$ cat src/rtl/if_fetch_unit.sv
// rtl/if_fetch_unit.sv - instruction fetch unit: PC, IR and IM read sequencing FSM
// Optional feature macro: IF_FETCH_ALIGN_CHECK_EN (reject misaligned redirects, raise align_err)
module if_fetch_unit #(
  parameter logic [31:0] RESET_PC = 32'h0000_0000,
  parameter int          RD_LAT   = 1
) (
  input  logic        clk,
  input  logic        rst_n,
  input  logic        start,
  input  logic        pc_we,
  input  logic [31:0] pc_next,
  output logic [31:0] im_addr,
  output logic        im_r,
  output logic        im_w,
  output logic [31:0] im_wd,
  input  logic [31:0] im_rd,
  output logic [31:0] ir,
  output logic [31:0] pc,
  output logic [31:0] pc_plus4,
  output logic        ir_valid,
  output logic        busy,
  output logic        align_err
);

  typedef enum logic [1:0] {
    S_IDLE = 2'd0,
    S_REQ  = 2'd1,
    S_WAIT = 2'd2,
    S_CAPT = 2'd3
  } state_t;

  // WAIT is only entered when RD_LAT > 1, so clamp the load value for RD_LAT == 1
  localparam int         CNT_INIT_I = (RD_LAT > 1) ? (RD_LAT - 2) : 0;
  localparam logic [1:0] CNT_INIT   = 2'(CNT_INIT_I);

  state_t      r_state;
  state_t      w_state_nxt;
  logic [31:0] r_pc;
  logic [31:0] r_ir;
  logic        r_ir_valid;
  logic        r_pending;
  logic [1:0]  r_cnt;
  logic        w_pending_nxt;
  logic [1:0]  w_cnt_nxt;
  logic        w_im_r;
  logic        w_capture;
  logic        w_redir;
  logic [31:0] w_redir_pc;
  logic [31:0] w_pc_plus4;

  assign w_pc_plus4 = r_pc + 32'd4;

`ifdef IF_FETCH_ALIGN_CHECK_EN
  logic w_misalign;
  logic r_align_err;

  // A misaligned redirect is dropped entirely; it neither moves the PC nor aborts a fetch
  assign w_misalign = pc_we & (pc_next[1:0] != 2'b00);
  assign w_redir    = pc_we & ~w_misalign;
  assign w_redir_pc = pc_next;

  // Sticky alignment error, cleared only by reset
  always_ff @(posedge clk) begin
    if (!rst_n) begin
      r_align_err <= 1'b0;
    end else if (w_misalign) begin
      r_align_err <= 1'b1;
    end
  end

  assign align_err = r_align_err;
`else
  // Without checking, the low address bits are simply cleared on load
  assign w_redir    = pc_we;
  assign w_redir_pc = pc_next & 32'hFFFF_FFFC;
  assign align_err  = 1'b0;
`endif

  // Next-state, IM read enable, wait counter and pending-start decode
  always_comb begin
    w_state_nxt   = r_state;
    w_pending_nxt = r_pending;
    w_cnt_nxt     = r_cnt;
    w_im_r        = 1'b0;
    w_capture     = 1'b0;
    case (r_state)
      S_IDLE: begin
        if (w_redir) begin
          // redirect wins this cycle; a coincident start fetches from the new PC next cycle
          w_pending_nxt = r_pending | start;
        end else if (start || r_pending) begin
          w_state_nxt   = S_REQ;
          w_pending_nxt = 1'b0;
        end
      end
      S_REQ: begin
        w_im_r = 1'b1;
        if (w_redir) begin
          w_state_nxt = S_IDLE;
        end else if (RD_LAT == 1) begin
          w_state_nxt = S_CAPT;
        end else begin
          w_state_nxt = S_WAIT;
          w_cnt_nxt   = CNT_INIT;
        end
      end
      S_WAIT: begin
        w_im_r = 1'b1;
        if (w_redir) begin
          w_state_nxt = S_IDLE;
        end else if (r_cnt == 2'd0) begin
          w_state_nxt = S_CAPT;
        end else begin
          w_cnt_nxt = r_cnt - 2'd1;
        end
      end
      S_CAPT: begin
        w_im_r      = 1'b1;
        w_state_nxt = S_IDLE;
        w_capture   = ~w_redir;
      end
      default: begin
        w_state_nxt = S_IDLE;
      end
    endcase
  end

  // State, PC, IR and valid-pulse registers; a redirect overrides the pc+4 increment
  always_ff @(posedge clk) begin
    if (!rst_n) begin
      r_state    <= S_IDLE;
      r_pc       <= RESET_PC;
      r_ir       <= 32'd0;
      r_ir_valid <= 1'b0;
      r_pending  <= 1'b0;
      r_cnt      <= 2'd0;
    end else begin
      r_state    <= w_state_nxt;
      r_pending  <= w_pending_nxt;
      r_cnt      <= w_cnt_nxt;
      r_ir_valid <= w_capture;
      if (w_capture) begin
        r_ir <= im_rd;
      end
      if (w_redir) begin
        r_pc <= w_redir_pc;
      end else if (w_capture) begin
        r_pc <= w_pc_plus4;
      end
    end
  end

  assign im_addr  = r_pc;
  assign im_r     = w_im_r;
  assign im_w     = 1'b0;
  assign im_wd    = 32'd0;
  assign ir       = r_ir;
  assign pc       = r_pc;
  assign pc_plus4 = w_pc_plus4;
  assign ir_valid = r_ir_valid;
  assign busy     = (r_state != S_IDLE);

endmodule
$ cat config.mk
export PLATFORM = sky130hd
export DESIGN_NAME = if_fetch_unit
export DESIGN_NICKNAME = d
export VERILOG_FILES = /design/src/rtl/if_fetch_unit.sv
export SDC_FILE = /design/constraint.sdc
export NUM_CORES = 1
export LEC_CHECK = 0
export ABC_AREA = 1
export BUFFER_PORTS_ARGS = -buffer_cell sky130_fd_sc_hd__buf_2
export CAP_MARGIN = 20
export CORE_AREA = 2 2 118 86
export DETAILED_ROUTE_END_ITERATION = 8
export DIE_AREA = 0 0 120 88
export GPL_TIMING_DRIVEN = 0
export PLACE_DENSITY_LB_ADDON = 0.1
export RECOVER_POWER = 100
export SYNTH_ARGS = -nofsm -noshare
export SYNTH_HDL_FRONTEND = slang
export SYNTH_SLANG_ARGS = --single-unit
$ cat constraint.sdc
create_clock -name clk -period 1.7 [get_ports clk]
set_clock_uncertainty 0.05 [all_clocks]
set_input_delay 0.34 -clock clk [delete_from_list [all_inputs] [get_ports clk]]
set_output_delay 0.34 -clock clk [all_outputs]
set_load 0.005 [all_outputs]
# After elaboration in Yosys (flattened, before gate mapping)
# Index checks and enable logic that the tools add are counted.
word_totals:
  reg_bits: 70
  inputBits: 68
  output_inout_bits: 165
  elab_cells: 42
op_classes:
  addsub: 2
  eq_ne: 6
  muxes: 12
  bitwise_logic: 4
  reduce_logical: 11
ops:
  columns: ["operator", "count"]
  rows:
  - ["32-bit two-way mux", 2]
  - ["32-bit by 3-bit adder with 32-bit output (second input constant)", 1]
  - ["2-bit two-way mux", 5]
  - ["2-bit one-hot mux with 4 select lines", 1]
  - ["3-bit AND reduction", 2]
  - ["2-bit nonzero test", 3]
  - ["2-bit == test (second input constant)", 2]
  - ["2-bit logical NOT", 2]
  - ["1-bit two-way mux", 4]
  - ["2-bit inequality test (second input constant)", 2]
  - ["3-bit inequality test (second input constant)", 1]
  - ["1-bit inverter", 3]
  - ["3-bit OR reduction", 1]
  - ["2-bit by 1-bit == test with 1-bit output (second input constant)", 1]
  - ["2-bit AND reduction", 1]
  - ["2-bit OR reduction", 1]
  - ["2-bit by 1-bit subtractor with 2-bit output (second input constant)", 1]
  - ["1-bit logical OR", 1]
  - ["1-bit bitwise OR", 1]

# Logic depth before layout (Yosys ltp)
# Gate-level depths: netlist of run 1.
depth:
  word_depth: 4
  mapped_depth: 10
  ltp_nobuf: 10

# Least setup slack after synthesis of run 1
# No wires, ideal clock.
synth_path:
  path_type: "reg2out"
  start: "register r_pc[3] (netlist: im_addr[3])"
  end: "output port pc_plus4[18]"
  arrival_time_ns: 1.262
  required_time_ns: 1.310
  setup_slack_ns: 0.048
  path_stages_with_launch: 7
  path_buffers: 0
  path_cell_list: "dfxtp_1 > ha_1 > nand2_1 > nor2_2 > nand2_2 > o21ai_1 > and2_1"
synth_via:
  elab_chain_cells: 1
synth_lines:
  columns: ["item", "line", "rtl"]
  rows:
  - ["start: declaration", "38", "logic [31:0] r_pc;"]
  - ["start signal: assignment", "146", "r_pc <= w_redir_pc;"]
  - ["start signal: assignment", "148", "r_pc <= w_pc_plus4;"]
  - ["32-bit by 3-bit adder with 32-bit output", "51", "assign w_pc_plus4 = r_pc + 32'd4;"]
  - ["end: declaration", "19", "output logic [31:0] pc_plus4,"]
# Every way passes these cells.

# Worst setup path after layout of run 1
layout_path:
  start: "register r_pc[2] (netlist: im_addr[2])"
  end: "output port pc_plus4[24]"
# Same word-level chain as after synthesis.

==> impl_metrics.yaml, run 1 <==
outcome:
  status: "complete, but fails checks"
  violations: "setup timing"
die:
  start_util_pct: 43.75
  chipHeight_um: 88
  design.core.area_sq_um: 9422
  die-width_um: 120
  die-area_sq_um: 10560
  rows: 30
  design.portCount: 233
worst_setup_path:
  timing.critical_path.slowest_stage_cell: "sky130_fd_sc_hd__dfxtp_4"
  critical_path.endpoint_type: "output pin"
  cpLargestDelayFamily: "simple AND/OR/NAND/NOR gates"
  crit_arrival_ns: 1.73
  cp_cell_sequence: "ha_4, buf_6, nand3_4, nor2_4, nand3_4, nor2_4, nand2_2, nand2_2, buf_6"
  critical_path.max_stage_delay_ns: 0.38
  critical_path_peak_fanout: 5
  timing.critical_path.required_ns: 1.31
  timing.critical_path.from_type: "flip-flop"
  critical_path_class: "reg -> out"
  critical_path_buf_inv_count: 2
detailed_routing:
  wl_met1_um: 5976
  route.detailed.vias_per_inst: 4.675
  detailedRoute.firstIterationViolations: 238
  average_wire_per_standard_cell_um: 13.70
  antenna_left: 0
  wl_met3_um: 1155
  dr.max_layer_used: "met4"
  remaining_design_rule_violation_count: 0
  detailed_route_via_count: 4787
  drt_first_pass_iters: 5
  wl_met2_um: 6762
  drt-total-wl_um: 14030
sta:
  setup_violations: 27
  slew_headroom_pct: 57.51
  layout_worst_path_cycle_share_pct: 125.0
  final_period_minus_worst_setup_slack_ns: 2.125
  final-hold-violation-count: 0
  grt_setup_unrepaired: "true"
  max_slew.worst_pin.slew_ns: 0.6374
  finalMaxSlewViolations: 0
  max_freq_mhz: 470.6
  slack_of_the_critical_path_ns: -0.4248
placement:
  gp_congestion: 0.8916
  buffer_ports.inserted: 189
  detailedPlace.worstSlack_ns: -0.3123
  dp_hpwl_um: 9983
final_layout:
  multi_input_area_sq_um: 2480
  antenna_cells: 0
  final_layout_size_suffix_gt1_share_pct: 46.21
  area_delta_synth_final_pct: 55.49
  commonest_non_fill_non_tap_cells_in_the_layout: "sky130_fd_sc_hd__buf_2 (173), sky130_fd_sc_hd__nand2_1 (120), sky130_fd_sc_hd__buf_4 (94)"
  fillerInstances: 856
  final_net_count: 964
  regArea_sq_um: 1436
  final_common_cell: "sky130_fd_sc_hd__buf_2"
pwr:
  swShare_pct: 29.87
  internal_power_contribution_w: 0.003655
  clkPwrFrac_pct: 39.5
  p_per_area_nw_per_um2: 813.4
  power.leakage_nw: 3.231
  power.share.sequential_pct: 36.3
  ir_drop_uv: 451.8
  p_comb_share_pct: 24.2
  p_switching_w: 0.001557
  total_power_w: 0.005213
yosys:
  synthCells: 624
  synth.lib_cells_used.distinct: 30
  synth_warnings: 0
  syn-cell-area_sq_um: 4121
  postSynthAreaPerCell_sq_um: 6.605
  synth_register_bits: 68
  yosysSeqAreaShare_pct: 33.03
hold_path:
  worstHoldPathType: "in -> reg"
global_route:
  antenna_found_initial: 0
  track_usage_pct: 24.24
  grt_max_degree: 14
  grt_overflow_total: 0
  grt_pass1_wl_um: 20220
  first_global_vias: 4229
cts:
  cts_inserted_buffers: 9
  cts_htree_levels: 3
  clock_sinks: 68
  clock_insertion_delay_at_the_later_pin_of_the_skew_report_ns: 0.33
  ctsLongestPathBuffers: 2
  clk_pin_slew_worst_paths_ns: 0.06
  cts.root.buffer_cell: "sky130_fd_sc_hd__clkbuf_16"
  tritoncts: "yes"
job:
  max-cap-violations: 0
-- logic make-up after synthesis --
| group | after synthesis | synth area share, % |
|---|---|---|
| and+or+nand+nor | 303 | 31.18 |
| buffers and inverters | 144 | 19.79 |
| AOI/OAI and AO/OA | 96 | 12.90 |
| DFF | 68 | 33.03 |
| xor gates and xnor gates | 7 | 1.488 |
| adders and majority gates | 5 | 1.518 |
| other | 1 | 0.09099 |
-- layer usage --
metal  global-route usage [%]  up-vias
li1                         -     2390
met1                    31.68     2172
met2                    41.32      211
met3                    4.427       14
met4                    7.059        0
met5                        0        -
-- worst min-delay path, stage by stage --
cell	delay, ns
sky130_fd_sc_hd__buf_2	0.07
sky130_fd_sc_hd__o21ai_0	0.07
sky130_fd_sc_hd__nor2_1	0.07
-- registers in the layout (all words and copies together), names as in the netlist --
name / count
ir: 32
im_addr: 30
r_cnt: 2
r_state: 2
ir_valid: 1
r_pending: 1
-- power by group through the flow --
stage / clock network, W / logic (W) / registers, W
CTS: 0.00207 / 0.00120 / 0.00188
global route: 0.00214 / 0.00140 / 0.00191
finish: 0.00206 / 0.00126 / 0.00189
detailed placement: 0 / 0.00114 / 0.00191
global placement: 0 / 0.00112 / 0.00191
floorplan: 0 / 0.000686 / 0.00190
-- final cells by class --
| cell class | count | share of cell area (%) |
|---|---|---|
| multi-input combinational | 451 | 38.70 |
| sequential | 68 | 22.41 |
| timing repair buffer | 218 | 18.55 |
| buffer | 90 | 9.606 |
| clock buffer | 9 | 3.514 |
| inverter | 53 | 3.182 |
| tap | 128 | 2.499 |
| clock inverter | 7 | 1.542 |
-- cell usage after synthesis (all sizes together) --
master | count | share of area [%]
nand2 | 155 | 14
nor2 | 111 | 12
buf | 80 | 14
dfxtp | 68 | 33
o21ai | 62 | 7.5
inv | 52 | 4.7
nand3 | 27 | 3.5
a22oi | 17 | 3.1
a21oi | 12 | 1.5
clkbuf | 11 | 1.0
and2 | 7 | 1.1
ha | 5 | 1.5
xnor2 | 4 | 0.85
o22ai | 3 | 0.46
xor2 | 3 | 0.64
nand4 | 2 | 0.30
a211oi | 1 | 0.18
clkinv | 1 | 0.091
conb | 1 | 0.091
nand3b | 1 | 0.18
o21bai | 1 | 0.18
-- worst paths after layout --
check	startpoint	end	slack, ns	cells past startpoint
worst min-delay path	im_rd[13]	ir[13]$_SDFFE_PN0P_	0.21	3
worst min register to register	ir[8]$_SDFFE_PN0P_	ir[8]$_SDFFE_PN0P_	0.43	2
worst max-delay path	im_addr[2]$_SDFFE_PN0P_	pc_plus4[24]	-0.42	9
worst max register to register	im_addr[2]$_SDFFE_PN0P_	im_addr[26]$_SDFFE_PN0P_	0.08	11
-- metrics by stage --
step	std cells	util [%]	hold WS, ns	instance area, sq um	TNS, ns
final	1024	68.02	0.2088	6409	-8.556
after global routing	1024	68.02	0.2182	6409	-10.77
after CTS	1010	64.61	0.1990	6087	-7.131
after detailed placement	980	57.04	0.4176	5374	-4.548
after global placement	980	57.04	0.3941	5374	-3.946
after floorplan	663	-	0.3831	4268	0
-- what timing repair did --
item,CTS,global route
gates cloned,0,0
gates resized for setup,94,67
pin swaps,21,23
setup buffers,14,15
setup endpoints to repair,40,45
hold buffers,0,0
(Power assumes the default switching activity.)
==> run 2: changes to the inputs <==
--- a/config.mk
+++ b/config.mk
@@ -8,9 +8,9 @@
 export ABC_AREA = 1
 export BUFFER_PORTS_ARGS = -buffer_cell sky130_fd_sc_hd__buf_2
 export CAP_MARGIN = 20
-export CORE_AREA = 2 2 118 86
+export CORE_AREA = 8 8 124 92
 export DETAILED_ROUTE_END_ITERATION = 8
-export DIE_AREA = 0 0 120 88
+export DIE_AREA = 0 0 132 100
 export GPL_TIMING_DRIVEN = 0
 export PLACE_DENSITY_LB_ADDON = 0.1
 export RECOVER_POWER = 100
==> impl_metrics.yaml, run 2 (synthesis gave the netlist of run 1 again) <==
outcome:
  status: "complete, but fails checks"
  violations: "setup timing"
detailed_routing:
  detailedRoute.firstIterationViolations: 322
  detailed_route_via_count: 5006
  antenna_left: 0
  average_wire_per_standard_cell_um: 15.59
  remaining_design_rule_violation_count: 0
  route.detailed.vias_per_inst: 4.827
  drt-total-wl_um: 16170
  drt_first_pass_iters: 7
worst_setup_path:
  critical_path.endpoint_type: "output pin"
  cp_cell_sequence: "ha_4, nand2_4, nor2_4, nand2_4, nor2_4, nand2_1, nand2_1, nand2_2, buf_2"
  rr_startpoint: "im_addr[3]$_SDFFE_PN0P_"
  cpLargestDelayFamily: "simple AND/OR/NAND/NOR gates"
  timing.critical_path.required_ns: 1.31
  r2r_slack_ns: -0.14
  worst-r2r-cell-count: 13
  critical_path_class: "reg -> out"
  timing.critical_path.slowest_stage_cell: "sky130_fd_sc_hd__dfxtp_4"
  critical_path_buf_inv_count: 1
  crit_arrival_ns: 1.76
  critical_path_peak_fanout: 4
  critical_path.max_stage_delay_ns: 0.38
  rr_endpoint: "im_addr[22]$_SDFFE_PN0P_"
  timing.critical_path.from_type: "flip-flop"
global_route:
  grt_pass1_wl_um: 23740
  grt_overflow_total: 0
  track_usage_pct: 22.02
  first_global_vias: 4791
  grt_max_degree: 15
  antenna_found_initial: 0
cts:
  tritoncts: "yes"
  cts.root.buffer_cell: "sky130_fd_sc_hd__clkbuf_16"
  cts_htree_levels: 3
  cts_inserted_buffers: 9
  clock_insertion_delay_at_the_later_pin_of_the_skew_report_ns: 0.34
  clk_pin_slew_worst_paths_ns: 0.06
  ctsLongestPathBuffers: 2
  clock_sinks: 68
sta:
  max_slew.worst_pin.slew_ns: 0.6311
  final-hold-violation-count: 0
  totalNegativeSetupSlack_ns: -8.935
  finalMaxSlewViolations: 0
  grt_setup_unrepaired: "true"
  slack_of_the_critical_path_ns: -0.4472
  max_freq_mhz: 465.7
  setup_violations: 29
  slew_headroom_pct: 57.93
  final_period_minus_worst_setup_slack_ns: 2.147
  layout_worst_path_cycle_share_pct: 126.3
final_layout:
  area_delta_synth_final_pct: 58.99
  final_net_count: 977
  fillerInstances: 822
  finish.cell_count_without_fillers: 1037
  commonest_non_fill_non_tap_cells_in_the_layout: "sky130_fd_sc_hd__buf_2 (150), sky130_fd_sc_hd__nand2_1 (118), sky130_fd_sc_hd__buf_4 (98)"
  largest_reg_flops: 32
  final_common_cell: "sky130_fd_sc_hd__buf_2"
  antenna_cells: 0
  final_layout_size_suffix_gt1_share_pct: 45.32
placement:
  dp_cell_count: 980
  buffer_ports.inserted: 189
  gp_congestion: 0.9199
  dp_hpwl_um: 11600
die:
  design.portCount: 233
  die-width_um: 132
  rows: 30
  design.core.area_sq_um: 9422
  chipHeight_um: 100
  die-area_sq_um: 13200
  start_util_pct: 43.75
hold_path:
  min_delay_path_depth: 3
  worst_hold_startpoint: "im_rd[19]"
  hold-path-endpoint: "ir[19]$_SDFFE_PN0P_"
  worstHoldPathType: "in -> reg"
pwr:
  ir_drop_uv: 551.0
  p_per_area_nw_per_um2: 792.8
  power.leakage_nw: 3.277
job:
  max-cap-violations: 0
==> run 2: changes by cell type in the layout (fill, tap and decap cells not counted), moves of 3 or more <==
cell                       previous run  this run
sky130_fd_sc_hd__buf_2              173       150
sky130_fd_sc_hd__clkbuf_1            28        47
sky130_fd_sc_hd__buf_6               10        17
sky130_fd_sc_hd__buf_4               94        98
sky130_fd_sc_hd__clkbuf_4             1         5
sky130_fd_sc_hd__dfxtp_2              6         2
sky130_fd_sc_hd__nand2_4              5         9
sky130_fd_sc_hd__nor2_1              81        77
sky130_fd_sc_hd__nor2_2               9        13
sky130_fd_sc_hd__dfxtp_4             18        21
sky130_fd_sc_hd__inv_6                1         4
==> run 2: worst max path at each step <==
stage                            start      endpoint  slack (ns)  depth (start not counted)
6_report       im_addr[3]$_SDFFE_PN0P_  pc_plus4[22]       -0.45                          9
5_1_grt        im_addr[3]$_SDFFE_PN0P_  pc_plus4[22]       -0.50                          9
4_1_cts        im_addr[2]$_SDFFE_PN0P_  pc_plus4[22]       -0.38                          9
3_5_place_dp   im_addr[3]$_SDFFE_PN0P_  pc_plus4[22]       -0.33                          9
3_3_place_gp   im_addr[3]$_SDFFE_PN0P_  pc_plus4[12]       -0.32                          8
2_1_floorplan  im_addr[3]$_SDFFE_PN0P_  pc_plus4[18]        0.05                          6
==> run 2: layer usage <==
metal  vias up  wire length (um)  GRT usage (%)
met2       243              7878          37.70
met5         -                 0              0
met4         0               318          6.420
met3        26              1434          8.333
li1       2424                 -              -
met1      2313              6535          25.18
==> run 2: report_power, final <==
part           switching, W  internal, W
sequential         0.000155      0.00174
clock              0.000807      0.00116
combinational      0.000687     0.000647
total               0.00165      0.00355
==> run 2: stage by stage <==
stage          util, %  hold slack [ns]  power, W  setup WS, ns  area [sq um]
6_report         69.55           0.1927  0.005195       -0.4472          6553
5_1_grt          69.55           0.2105  0.005443       -0.5046          6553
4_1_cts          64.77           0.1879  0.005109       -0.3768          6102
3_5_place_dp     57.04           0.4165  0.003088       -0.3279          5374
3_3_place_gp     57.04           0.3931  0.003045       -0.3204          5374
2_1_floorplan        -           0.3831  0.002587       0.04832          4268
==> run 2: area by class of cell <==
type	count	area [sq um]	share of cell area, %
Multi-Input combinational cell	451	2497	38.11
Sequential cell	68	1443	22.02
Timing Repair Buffer	231	1321	20.16
Buffer	90	618.1	9.433
Clock buffer	9	225.2	3.437
Inverter	53	206.4	3.151
Tap cell	128	160.2	2.444
Clock inverter	7	81.33	1.241
==> run 2: repair_timing <==
item,CTS,global route
hold buffers,0,0
resized for setup,97,85
pin swaps,18,30
buffers inserted,29,27
setup endpoints to repair,39,40
hold endpoints to repair,0,0
gates cloned,0,0
==> run 2: tightest hold or removal path: stages <==
cell and delay [ns]:
sky130_fd_sc_hd__buf_2 0.07, sky130_fd_sc_hd__o21ai_0 0.07, sky130_fd_sc_hd__nor2_1 0.07
